==> src/rtl/i2c_phase_timer.sv <==
// Phase timer for an I2C bit engine: divides each bit into PHASES phases of Ticks cycles.
// Optional SCL clock-stretch hold on the SCL-high phase is enabled by defining I2C_PHASE_STRETCH_EN.
module i2c_phase_timer #(
  parameter int SIZE   = 8,
  parameter int PHASES = 4
) (
  input  logic                        Clk,
  input  logic                        Rst_n,
  input  logic                        Start,
  input  logic                        Stop,
  input  logic [SIZE-1:0]             Ticks,
  input  logic                        Mode,
`ifdef I2C_PHASE_STRETCH_EN
  input  logic                        Stretch,
`endif
  output logic                        Out,
  output logic [$clog2(PHASES)-1:0]   Phase,
  output logic                        BitDone,
  output logic                        Busy
);

  localparam int PW = $clog2(PHASES);
  localparam logic [PW-1:0]   LAST_PH = PW'(PHASES - 1);
  localparam logic [PW-1:0]   HIGH_PH = PW'(PHASES / 2);
  localparam logic [SIZE-1:0] ONE     = SIZE'(1);

  typedef enum logic {IDLE, RUN} state_t;

  state_t          state_q, state_d;
  logic [SIZE-1:0] cnt_q, cnt_d;
  logic [SIZE-1:0] tk_lat_q, tk_lat_d;
  logic            mode_lat_q, mode_lat_d;
  logic [PW-1:0]   phase_q, phase_d;
  logic            out_d, bit_done_d;
  logic            stretch_hold;

`ifdef I2C_PHASE_STRETCH_EN
  // A stretching target holds SCL low; only the SCL-high phase is allowed to wait for it.
  assign stretch_hold = Stretch && (phase_q == HIGH_PH);
`else
  assign stretch_hold = 1'b0;
`endif

  always_comb begin
    state_d    = state_q;
    cnt_d      = cnt_q;
    tk_lat_d   = tk_lat_q;
    mode_lat_d = mode_lat_q;
    phase_d    = phase_q;
    out_d      = 1'b0;
    bit_done_d = 1'b0;

    if (Start) begin
      phase_d = '0;
      if (Ticks != '0) begin
        cnt_d      = Ticks;
        tk_lat_d   = Ticks;
        mode_lat_d = Mode;
        state_d    = RUN;
      end else begin
        state_d = IDLE;
      end
    end else if (state_q == RUN && !Stop) begin
      if (cnt_q > ONE) begin
        cnt_d = cnt_q - ONE;
      end else if (!stretch_hold) begin
        // Terminal count: end of phase, reload and advance.
        out_d   = 1'b1;
        cnt_d   = tk_lat_q;
        phase_d = phase_q + 1'b1;
        if (phase_q == LAST_PH) begin
          bit_done_d = 1'b1;
          if (mode_lat_q) begin
            state_d = IDLE;
            phase_d = '0;
          end
        end
      end
    end
  end

  always_ff @(posedge Clk or negedge Rst_n) begin
    if (!Rst_n) begin
      state_q    <= IDLE;
      cnt_q      <= '0;
      tk_lat_q   <= '0;
      mode_lat_q <= 1'b0;
      phase_q    <= '0;
      Out        <= 1'b0;
      BitDone    <= 1'b0;
    end else begin
      state_q    <= state_d;
      cnt_q      <= cnt_d;
      tk_lat_q   <= tk_lat_d;
      mode_lat_q <= mode_lat_d;
      phase_q    <= phase_d;
      Out        <= out_d;
      BitDone    <= bit_done_d;
    end
  end

  assign Phase = phase_q;
  assign Busy  = (state_q == RUN);

endmodule

==> config.mk <==
export PLATFORM = sky130hd
export DESIGN_NAME = i2c_phase_timer
export DESIGN_NICKNAME = d
export VERILOG_FILES = /design/src/rtl/i2c_phase_timer.sv
export SDC_FILE = /design/constraint.sdc
export NUM_CORES = 1
export LEC_CHECK = 0
export CAP_MARGIN = 10
export CORE_MARGIN = 5
export CORE_UTILIZATION = 55
export CTS_BUF_LIST = sky130_fd_sc_hd__clkbuf_4 sky130_fd_sc_hd__clkbuf_8
export CTS_CLUSTER_SIZE = 25
export DETAILED_ROUTE_END_ITERATION = 10
export PLACE_DENSITY = 0.82
export SYNTH_ARGS = -nofsm -noshare
export SYNTH_HDL_FRONTEND = slang
export SYNTH_SLANG_ARGS = --single-unit
export TNS_END_PERCENT = 1
==> constraint.sdc <==
create_clock -name Clk -period 3.01 [get_ports Clk]
set_clock_uncertainty 0.15 [all_clocks]
set_input_delay 0.602 -clock Clk [delete_from_list [all_inputs] [get_ports Clk]]
set_output_delay 0.602 -clock Clk [all_outputs]
set_load 0.005 [all_outputs]
==> implementation parameters <==
Parameter                              Value

Setup path
  CP arrival ... about 2.6 ns
  Slowest-stage cell, CP ... sky130_fd_sc_hd__or4_4
  Worst Path Max Fanout ... 16
  Worst stage delay on the critical path ... 0.61 ns
  CP Class ... register to register
  CP endpoint kind ... register
  Worst-path cell chain ... or4_4, or4_4, or3b_4, mux2i_1, nor2_1
  Cell seen most often among critical-path stages ... sky130_fd_sc_hd__or4_4
  Type of element launching the critical path ... register
  Required time reported for the critical path endpoint ... 3.06 ns

STA
  Final max-slew violation count ... 0
  Post-route setup TNS ... 0 ns
  Worst relative slew slack ... between 70 and 80%
  Unrepaired setup endpoints after global routing ... no
  Endpoints failing hold ... 0
  Final setup vio count ... 0
  Slew of the pin with the lowest slew margin ... ~0.33 ns
  Worst hold-check slack ... 0.351 ns
  Setup ws final ... approximately 0.49 ns
  Portion of the clock cycle consumed by the worst path in the final layout ... between 80% and 90%
  Peak Freq ... 396 MHz
  Final min period ... 2.52 ns

GRT
  Vias in the first global route ... slightly below 1,000
  First-pass GRT wire length ... about 4.6 mm
  Pin count of the biggest net entering global routing ... 23
  Remaining Overflow, GRT ... 0
  Antenna violations before repair ... 0
  GRT Resource Usage Total ... a little under a fifth

Placement
  Post-detailed-placement cell area ... between 1000 and 1500 um2
  Routability-driven placement congestion ratio ... about 0.81
  Cell total after placement ... 162
  Detailed placer's ending HPWL ... between 1.5 and 2 mm
  Number of buffers added on ports ... 17
  Placement-stage worst setup slack ... between 0.3 and 0.4 ns

Floorplanning
  Initial core utilization ... between 50 and 60%
  Area of the core ... 1980 um2
  Die outline height ... ~56 um
  Overall die area ... 3090 um2
  Width of the die ... approximately 56 um
  Number of rows created at floorplan ... 16
  Top-level I/O count ... 18

Synthesis
  Net count after synthesis ... 136
  Post-Syn Area ... approximately 1100 um2
  Post-synth cell types ... 33
  Average instance area after synthesis ... between 9 and 10 um2
  Number of synthesized register bits ... 22
  Warning count from the yosys run ... 0
  Synth Instances ... 120
  Register area share after synthesis ... approximately 48%

Outcome
  Status ... finished, final reports clean

Clocking
  Clock tree sinks ... 22
  Buffers inserted by post-CTS timing repair ... 0
  Maximum root-to-sink buffer count ... 2
  CTS tree ... done
  Clock transition at the register clock pins on the worst setup and hold paths after CTS ... between 0.1 and 0.15 ns
  Total CTS buffers ... 3
  Hold-fix buffers at CTS ... 0
  Clock latency on the worst-skew pair ... roughly 0.3 ns
  Total of cells resized after clock tree synthesis ... 0
  Maximum level of the CTS H-tree ... 1
  Root Buffer Master ... sky130_fd_sc_hd__clkbuf_4

Route
  DRT iter0 DRCs ... 14
  Drt pass-1 iters ... 5
  Via count of the routed design ... about 930
  Number of routed nets with antenna violations ... 0
  DRC violations left ... 0
  Mean number of vias per cell ... 5.65
  WL/cell ... roughly 15 um
  Post-Route WL ... ~2.5 mm

Power and ir drop
  P_leak ... slightly above 0.0006 uW
  Cell Pwr Density ... between 400 and 500 nW/um2
  Maximum vdd ir drop ... approximately 0.00038 V

Final layout
  Commonest non-fill, non-tap cell in the layout ... sky130_fd_sc_hd__dfrtp_1
  Nets@finish ... about 160
  Fin area ... around 1400 um2
  N_diodes ... 0
  Most frequent cells in the layout ... 22 x sky130_fd_sc_hd__dfrtp_1, 20 x sky130_fd_sc_hd__nand2_1, 17 x sky130_fd_sc_hd__nor2_1, 17 x sky130_fd_sc_hd__clkdlybuf4s50_1
  Layout cell share with drive strength beyond 1 ... 8.70%
  Area growth from synthesis to layout ... 19.7%
  Final cell count without fillers ... approximately 170

Flow run
  Total of max-cap violations ... 0

Worst hold path
  Worst min path class ... register to register
-- power by group --
part           internal (uW)  leakage [uW]  switching, uW
Combinational           67.5      0.000334           62.1
Sequential               325      0.000267           29.4
Clock                   46.6     0.0000138           82.9
Total                    439      0.000616            174
-- Yosys cell counts --
library cell                n  area, um2
sky130_fd_sc_hd__ha_1       3       37.5
sky130_fd_sc_hd__o2bb2a_1   1       10.0
sky130_fd_sc_hd__o21ai_1    1       5.00
sky130_fd_sc_hd__or3_1      2       12.5
sky130_fd_sc_hd__nor3b_1    1       7.51
sky130_fd_sc_hd__a31oi_1    5       31.3
sky130_fd_sc_hd__xor2_1     3       26.3
sky130_fd_sc_hd__inv_1      3       11.3
sky130_fd_sc_hd__buf_6      1       11.3
sky130_fd_sc_hd__o22ai_1    1       6.26
sky130_fd_sc_hd__mux2i_1    1       10.0
sky130_fd_sc_hd__nand2_1   20       75.1
sky130_fd_sc_hd__nor2b_1    2       12.5
sky130_fd_sc_hd__dfrtp_1   22        551
sky130_fd_sc_hd__a211oi_1   1       7.51
sky130_fd_sc_hd__or4_4      2       22.5
sky130_fd_sc_hd__a22oi_1    1       7.51
sky130_fd_sc_hd__xnor2_1    3       26.3
sky130_fd_sc_hd__or3b_4     1       11.3
sky130_fd_sc_hd__a211o_1    5       43.8
sky130_fd_sc_hd__o41ai_1    1       8.76
sky130_fd_sc_hd__nor3_1     1       5.00
sky130_fd_sc_hd__mux2_2     1       11.3
sky130_fd_sc_hd__buf_2      1       5.00
sky130_fd_sc_hd__clkbuf_1   4       15.0
sky130_fd_sc_hd__or4_1      2       15.0
sky130_fd_sc_hd__a22o_1     3       26.3
sky130_fd_sc_hd__or3b_2     1       8.76
sky130_fd_sc_hd__a21oi_1    2       10.0
sky130_fd_sc_hd__and2_1     3       18.8
sky130_fd_sc_hd__a221o_1    1       10.0
sky130_fd_sc_hd__o21ai_0    4       20.0
sky130_fd_sc_hd__nor2_1    17       63.8
-- cells by family (layout without fill, tap and decap cells) --
logic type	after synthesis	count (layout)	share of synthesized area (%)
flops	22	22	48.1
fa+ha+maj	3	3	3.28
xor+xnor	6	6	4.60
buf+inv	9	27	3.72
mux	2	2	1.86
compound gates	26	26	16.3
simple gates	52	52	22.1
-- through the flow --
step / power, uW / utilization, %
4_1_cts: 614 / 69.1
3_5_place_dp: 488 / 67.9
3_3_place_gp: 482 / 67.9
2_1_floorplan: 434 / -
5_1_grt: 648 / 69.1
6_report: 613 / 69.1
-- worst max-delay path: cells and delay by family, from the launching register on --
| kind | cells | cell delay, ns |
|---|---|---|
| flip-flops | 1 | 0.44 |
| multiplexers | 1 | 0.16 |
| AND/OR/NAND/NOR | 4 | 1.69 |
-- routing by layer --
layer / routed length, um / track usage, % / share of wire (%) / vias up
met5: 0 / 0 / 0 / -
met4: 12 / 4.17 / 0.47 / 0
met3: 97 / 3.25 / 3.8 / 2
met2: 1290 / 31.9 / 50 / 22
met1: 1150 / 23.5 / 45 / 452
li1: - / - / - / 457
-- registers in the layout (all words and copies together), names as in the netlist --
name        cells
cnt_q           8
Phase           2
Busy            1
BitDone         1
Out             1
tk_lat_q        8
mode_lat_q      1
-- worst paths after layout --
kind                       cells after the start                      end                     from  slack, ns
max                                            5     Phase[1]$_DFFE_PN0P_     cnt_q[5]$_DFFE_PN0P_       0.49
min                                            2  tk_lat_q[3]$_DFFE_PN0P_  tk_lat_q[3]$_DFFE_PN0P_       0.35
max reg2reg                                    5     Phase[1]$_DFFE_PN0P_     cnt_q[5]$_DFFE_PN0P_       0.49
min reg2reg                                    2  tk_lat_q[3]$_DFFE_PN0P_  tk_lat_q[3]$_DFFE_PN0P_       0.35
max in group asynchronous                      2     cnt_q[4]$_DFFE_PN0P_                    Rst_n       2.00
min in group asynchronous                      2     Phase[0]$_DFFE_PN0P_                    Rst_n       0.49
-- final cells by class --
| type | instances | area, um2 |
|---|---|---|
| Multi-Input combinational cell | 89 | 551 |
| Fill cell | 168 | 613 |
| Tap cell | 27 | 33.8 |
| Sequential cell | 22 | 551 |
| Clock buffer | 3 | 22.5 |
| Timing Repair Buffer | 21 | 200 |
| Inverter | 3 | 11.3 |
(Power assumes the default switching activity.)
